### config.mk
export PLATFORM = sky130hd
export DESIGN_NAME = hilo_muldiv_unit
export DESIGN_NICKNAME = d
export VERILOG_FILES = /design/src/rtl/hilo_muldiv_unit.sv
export SDC_FILE = /design/constraint.sdc
export NUM_CORES = 1
export LEC_CHECK = 0
export BUFFER_PORTS_ARGS = -buffer_cell sky130_fd_sc_hd__buf_2
export CORE_ASPECT_RATIO = 1.4
export CORE_UTILIZATION = 45
export CTS_BUF_LIST = sky130_fd_sc_hd__clkbuf_2 sky130_fd_sc_hd__clkbuf_4 sky130_fd_sc_hd__clkbuf_8
export DETAILED_ROUTE_END_ITERATION = 6
export SLEW_MARGIN = 40
export SYNTH_ARGS = -nofsm -noshare
export SYNTH_HDL_FRONTEND = slang
export SYNTH_SLANG_ARGS = --single-unit
### constraint.sdc
create_clock -name clk -period 8 [get_ports clk]
set_input_delay 1.2 -clock clk [delete_from_list [all_inputs] [get_ports clk]]
set_output_delay 1.2 -clock clk [all_outputs]
set_load 0.02 [all_outputs]
### src/rtl/hilo_muldiv_unit.sv
// HI/LO unit: iterative shift-add multiplier and restoring divider sharing one
// 2*WIDTH accumulator; signs are stripped on accept and restored at commit.
module hilo_muldiv_unit #(
  parameter int WIDTH = 32
) (
  input  logic             clk,
  input  logic             reset,
  input  logic             op_valid,
  input  logic [2:0]       op,
  input  logic [WIDTH-1:0] src_a,
  input  logic [WIDTH-1:0] src_b,
  output logic             busy,
  output logic             done,
  output logic             div_by_zero,
  output logic [WIDTH-1:0] hi_out,
  output logic [WIDTH-1:0] lo_out
);
  localparam int CW = $clog2(WIDTH) + 1;
  localparam logic [CW-1:0] LAST = CW'(WIDTH - 1);

  typedef enum logic [1:0] {S_IDLE, S_MUL, S_DIV, S_FIX} state_t;

  function automatic logic [WIDTH-1:0] neg_w(input logic [WIDTH-1:0] v, input logic n);
    return n ? (~v + WIDTH'(1)) : v;
  endfunction

  function automatic logic [2*WIDTH-1:0] neg_2w(input logic [2*WIDTH-1:0] v, input logic n);
    return n ? (~v + (2*WIDTH)'(1)) : v;
  endfunction

  state_t               r_state, w_next;
  logic [CW-1:0]        r_cnt;
  logic [WIDTH-1:0]     r_opnd;
  logic [2*WIDTH-1:0]   r_acc;
  logic [WIDTH-1:0]     r_raw_a;
  logic                 r_is_div, r_neg_lo, r_neg_hi, r_dz;
  logic                 r_done, r_dbz;
  logic [WIDTH-1:0]     r_hi, r_lo;

  logic signed [WIDTH-1:0] w_a_s, w_b_s;
  logic                    w_a_neg, w_b_neg, w_accept, w_start;
  logic [WIDTH-1:0]        w_a_mag, w_b_mag;
  logic [WIDTH:0]          w_mul_sum, w_div_top, w_div_diff;
  logic [2*WIDTH-1:0]      w_acc_mul, w_acc_div;

  always_comb begin
    w_a_s     = signed'(src_a);
    w_b_s     = signed'(src_b);
    // op[0]==0 selects the signed variants (MULT, DIV)
    w_a_neg   = ~op[0] & (w_a_s < 0);
    w_b_neg   = ~op[0] & (w_b_s < 0);
    w_a_mag   = neg_w(src_a, w_a_neg);
    w_b_mag   = neg_w(src_b, w_b_neg);
    w_accept  = (r_state == S_IDLE) && op_valid && (op <= 3'd5);
    w_start   = w_accept && (op <= 3'd3);

    w_mul_sum  = {1'b0, r_acc[2*WIDTH-1:WIDTH]} + (r_acc[0] ? {1'b0, r_opnd} : '0);
    w_acc_mul  = {w_mul_sum, r_acc[WIDTH-1:1]};
    w_div_top  = r_acc[2*WIDTH-1:WIDTH-1];
    w_div_diff = w_div_top - {1'b0, r_opnd};
    w_acc_div  = w_div_diff[WIDTH] ? {w_div_top[WIDTH-1:0], r_acc[WIDTH-2:0], 1'b0}
                                   : {w_div_diff[WIDTH-1:0], r_acc[WIDTH-2:0], 1'b1};
  end

  always_comb begin
    w_next = r_state;
    case (r_state)
      S_IDLE:  if (w_start) w_next = op[1] ? S_DIV : S_MUL;
      S_MUL,
      S_DIV:   if (r_cnt == LAST) w_next = S_FIX;
      S_FIX:   w_next = S_IDLE;
      default: w_next = S_IDLE;
    endcase
  end

  always_ff @(posedge clk) begin
    if (reset) r_state <= S_IDLE;
    else       r_state <= w_next;
  end

  always_ff @(posedge clk) begin
    if (reset) begin
      r_cnt    <= '0;
      r_opnd   <= '0;
      r_acc    <= '0;
      r_raw_a  <= '0;
      r_is_div <= 1'b0;
      r_neg_lo <= 1'b0;
      r_neg_hi <= 1'b0;
      r_dz     <= 1'b0;
      r_done   <= 1'b0;
      r_dbz    <= 1'b0;
      r_hi     <= '0;
      r_lo     <= '0;
    end else begin
      r_done <= (r_state == S_FIX);
      if (w_accept) r_dbz <= 1'b0;
      case (r_state)
        S_IDLE: begin
          if (w_start) begin
            r_cnt    <= '0;
            r_raw_a  <= src_a;
            r_is_div <= op[1];
            r_dz     <= op[1] && (src_b == '0);
            r_neg_lo <= w_a_neg ^ w_b_neg;
            // remainder follows the dividend's sign
            r_neg_hi <= op[1] ? w_a_neg : (w_a_neg ^ w_b_neg);
            r_opnd   <= op[1] ? w_b_mag : w_a_mag;
            r_acc    <= {{WIDTH{1'b0}}, (op[1] ? w_a_mag : w_b_mag)};
          end else if (w_accept && op == 3'd4) begin
            r_hi <= src_a;
          end else if (w_accept && op == 3'd5) begin
            r_lo <= src_a;
          end
        end
        S_MUL: begin
          r_acc <= w_acc_mul;
          r_cnt <= r_cnt + CW'(1);
        end
        S_DIV: begin
          r_acc <= w_acc_div;
          r_cnt <= r_cnt + CW'(1);
        end
        S_FIX: begin
          r_dbz <= r_dz;
          if (!r_is_div) begin
            {r_hi, r_lo} <= neg_2w(r_acc, r_neg_lo);
          end else if (r_dz) begin
            r_hi <= r_raw_a;
            r_lo <= '1;
          end else begin
            r_hi <= neg_w(r_acc[2*WIDTH-1:WIDTH], r_neg_hi);
            r_lo <= neg_w(r_acc[WIDTH-1:0], r_neg_lo);
          end
        end
        default: ;
      endcase
    end
  end

  assign busy        = (r_state != S_IDLE);
  assign done        = r_done;
  assign div_by_zero = r_dbz;
  assign hi_out      = r_hi;
  assign lo_out      = r_lo;
endmodule

==> impl_metrics.env <==
export IMPL_drtPass1Iterations=6
export IMPL_synthSimpleGateAreaFrac_pct=23.1
export IMPL_slowest_delay_ns=0.62
export IMPL_multi_input_comb_area_sq_mm=0.0120
export IMPL_crit_start="r_acc[31]$_SDFFE_PP0P_"
export IMPL_synthTopCellsByArea="dfxtp_1, a21oi_1, nand2_1"
export IMPL_synth_top_area_cell="dfxtp_1"
export IMPL_hold_buffers=0
export IMPL_synth_most_common_cell="nand2_1"
export IMPL_reg2reg_slack_ns=3.74
export IMPL_worst_pin_slew_ns=0.880
export IMPL_synth_compound_area_share_pct=29.6
export IMPL_cp_end_kind="flop"
export IMPL_powerDensity_mw_per_mm2=255
export IMPL_fp_dieH_um=233
export IMPL_report_final_hold_viol_count=0
export IMPL_crit_slowest_cell="dfxtp_1"
export IMPL_drive_gt1_share_pct=11.6
export IMPL_crit_buf_inv=2
export IMPL_crit_end="r_acc[58]$_SDFFE_PP0P_"
export IMPL_cp_top_family="compound AO/OA/AOI/OAI gates"
export IMPL_wl_per_cell_um=24.5
export IMPL_synth_top_family_by_area="compound AO/OA/AOI/OAI gates"
export IMPL_holdWs_ns=0.449
export IMPL_crit_required_ns=8.44
export IMPL_rows=84
export IMPL_drtAntennaViolNets=0
export IMPL_netlist_instances=2417
export IMPL_outcome="completed"
export IMPL_antenna_found_initial=0
export IMPL_critical_path_class="flop to flop"
export IMPL_synth_top_area_share_pct=24.1
export IMPL_r2r_cells=13
export IMPL_pin_count=137
export IMPL_clk_path_buf_depth=3
export IMPL_start_util_pct=45.6
export IMPL_overflow=0
export IMPL_slew_headroom_pct=40.8
export IMPL_worst_hold_startpoint="hi_out[7]$_SDFFE_PP0P_"
export IMPL_ys_warn_count=0
export IMPL_via_per_inst=6.41
export IMPL_wirelength_um=71800
export IMPL_antennaDiodeCount=0
export IMPL_fin_crit_sh_pct=53.3
export IMPL_seq_area_sq_mm=0.00413
export IMPL_synth_nets=2563
export IMPL_drc_errors=0
export IMPL_rr_endpoint="r_acc[58]$_SDFFE_PP0P_"
export IMPL_power_leakage_nw=7.52
export IMPL_avgSynthCellArea_sq_um=7.07
export IMPL_mappedNetlistArea_sq_mm=0.0171
export IMPL_async_flop_share_pct=0
export IMPL_dieArea_sq_mm=0.0388
export IMPL_finalMaxSlewViolations=0
export IMPL_vias=18800
export IMPL_synth_area_mux_share_pct=1.30
export IMPL_fin_util_pct=50.1
export IMPL_hpwl_um=53600
export IMPL_grt_pass1_vias=17700
export IMPL_port_buffers=136
export IMPL_area_growth_pct=9.97
export IMPL_crit_fanout=60
export IMPL_coreArea_sq_mm=0.0375
export IMPL_synth_xor_xnor_area_share_pct=10.2
export IMPL_clkTransAtPathRegs_ns=0.07
export IMPL_yosysSeqAreaShare_pct=24.1
export IMPL_yosys_register_bits=206
export IMPL_place_gp_congestion=1.00
export IMPL_path_cells="inv_1 > ha_1 > fa_1 > nor2b_1 > o31ai_1 > a311oi_1 > nor3_1 > a211oi_1 > o221ai_4 > buf_4 > a32o_1 > a221oi_1 > o21ai_0"
export IMPL_fill_cells=3874
export IMPL_final_setup_viol_count=0
export IMPL_die_w_um=167
export IMPL_fin_crit_ns=4.26
export IMPL_grt_max_degree=86
export IMPL_hp_class="flop to flop"
export IMPL_finalPower_mw=4.79
export IMPL_rsz0062_at_grt="false"
export IMPL_peakVddDrop_v=0.000533
export IMPL_cts_root_buf="clkbuf_8"
export IMPL_synth_flop_cell="dfxtp_1"
export IMPL_arrival_ns=4.70
export IMPL_htreeDepth=2
export IMPL_drtIter0Drc=1671
export IMPL_setup_tns_ns=0
export IMPL_grt_pass1_wl_um=109000
export IMPL_reg2reg_from="r_acc[31]$_SDFFE_PP0P_"
export IMPL_path_depth=13
export IMPL_tritoncts="built"
export IMPL_cts_buffers_inserted=36
export IMPL_layout_nets=2577
export IMPL_grt_total_usage_pct=36.6
export IMPL_cts_sinks=206
export IMPL_skew_ns=0.0346
export IMPL_cts_resized=0
export IMPL_fmax_ghz=0.235
export IMPL_critPathLaunchType="flop"
export IMPL_max_cap_viol_count=0
export IMPL_clk_latency_ns=0.59
export IMPL_synthTopCellsByCount="nand2_1, a21oi_1, nor2_1"
export IMPL_synth_fa_ha_area_share_pct=5.65
export IMPL_synth_edff_count=0
export IMPL_post_cts_buffers=0
export IMPL_ys_types=76
## cells in the final DEF (no fill, tap or decap), types with 65 or more instances in the layout
master | netlist | routed
xor2_1 | 86 | 86
dfxtp_1 | 206 | 205
buf_2 | 5 | 135
o21ai_0 | 144 | 144
inv_1 | 72 | 72
nor2_1 | 242 | 239
xnor2_1 | 113 | 113
a21oi_1 | 252 | 250
nor3_1 | 65 | 65
ha_1 | 74 | 73
nand2_1 | 319 | 317
## state kept, by name, indices dropped and copies added, names as in the netlist
register,flops
done,1
r_is_div,1
lo_out,32
hi_out,32
r_neg_lo,1
r_dz,1
r_raw_a,32
r_acc,64
r_cnt,6
r_neg_hi,1
r_state,2
div_by_zero,1
r_opnd,32
## per-stage QoR
| stage | setup WS, ns | instances | instance area (sq um) |
|---|---|---|---|
| 2_1_floorplan | 4.30 | 2417 | 17100 |
| 3_3_place_gp | 3.49 | 2864 | 17900 |
| 3_5_place_dp | 3.61 | 2866 | 18000 |
| 4_1_cts | 3.80 | 2930 | 18800 |
| 5_1_grt | 3.51 | 2930 | 18800 |
| 6_report | 3.74 | 2930 | 18800 |
## area by class of cell
cell class	count	share of cell area (%)
Sequential cell	206	21.9
Clock inverter	9	0.745
Multi-Input combinational cell	1941	63.9
Timing Repair Buffer	174	5.17
Inverter	72	1.44
Clock buffer	55	3.69
Tap cell	473	3.15
## logic make-up (layout without fill, tap and decap cells)
kind of cell | Yosys count | in the layout
AND/OR/NAND/NOR | 861 | 861
AO/OA/AOI/OAI | 783 | 783
flip-flops | 206 | 206
XOR/XNOR | 199 | 199
adder cells (fa/ha/maj) | 76 | 76
multiplexers | 22 | 22
buffers and inverters | 270 | 310
## tightest hold or removal path: stages, from the launching register on
cell	delay, ns
dfxtp_1	0.31
nand2_1	0.05
a21oi_1	0.05
## worst min-delay path by stage
| stage | to | slack [ns] | depth (start not counted) |
|---|---|---|---|
| 2_1_floorplan | r_opnd[10]$_SDFFE_PP0P_ | 0.43 | 2 |
| 3_3_place_gp | hi_out[6]$_SDFFE_PP0P_ | 0.44 | 2 |
| 3_5_place_dp | hi_out[4]$_SDFFE_PP0P_ | 0.44 | 2 |
| 4_1_cts | hi_out[7]$_SDFFE_PP0P_ | 0.45 | 2 |
| 5_1_grt | hi_out[7]$_SDFFE_PP0P_ | 0.47 | 2 |
| 6_report | hi_out[7]$_SDFFE_PP0P_ | 0.45 | 2 |
## where the power goes
part	leakage, nW	internal, mW	switching [mW]
logic	5.41	0.700	1.48
registers	1.68	1.18	0.274
clock network	0.431	0.655	0.499
## per-layer routing
metal / up-vias / global-route usage (%) / wire (um)
met1: 8961 / 43.0 / 27500
met4: 0 / 25.1 / 5410
met3: 251 / 4.22 / 4910
met2: 833 / 62.7 / 34000
li1: 8744 / - / -
met5: - / 0 / 0
Power figures use the tool's default switching activity.
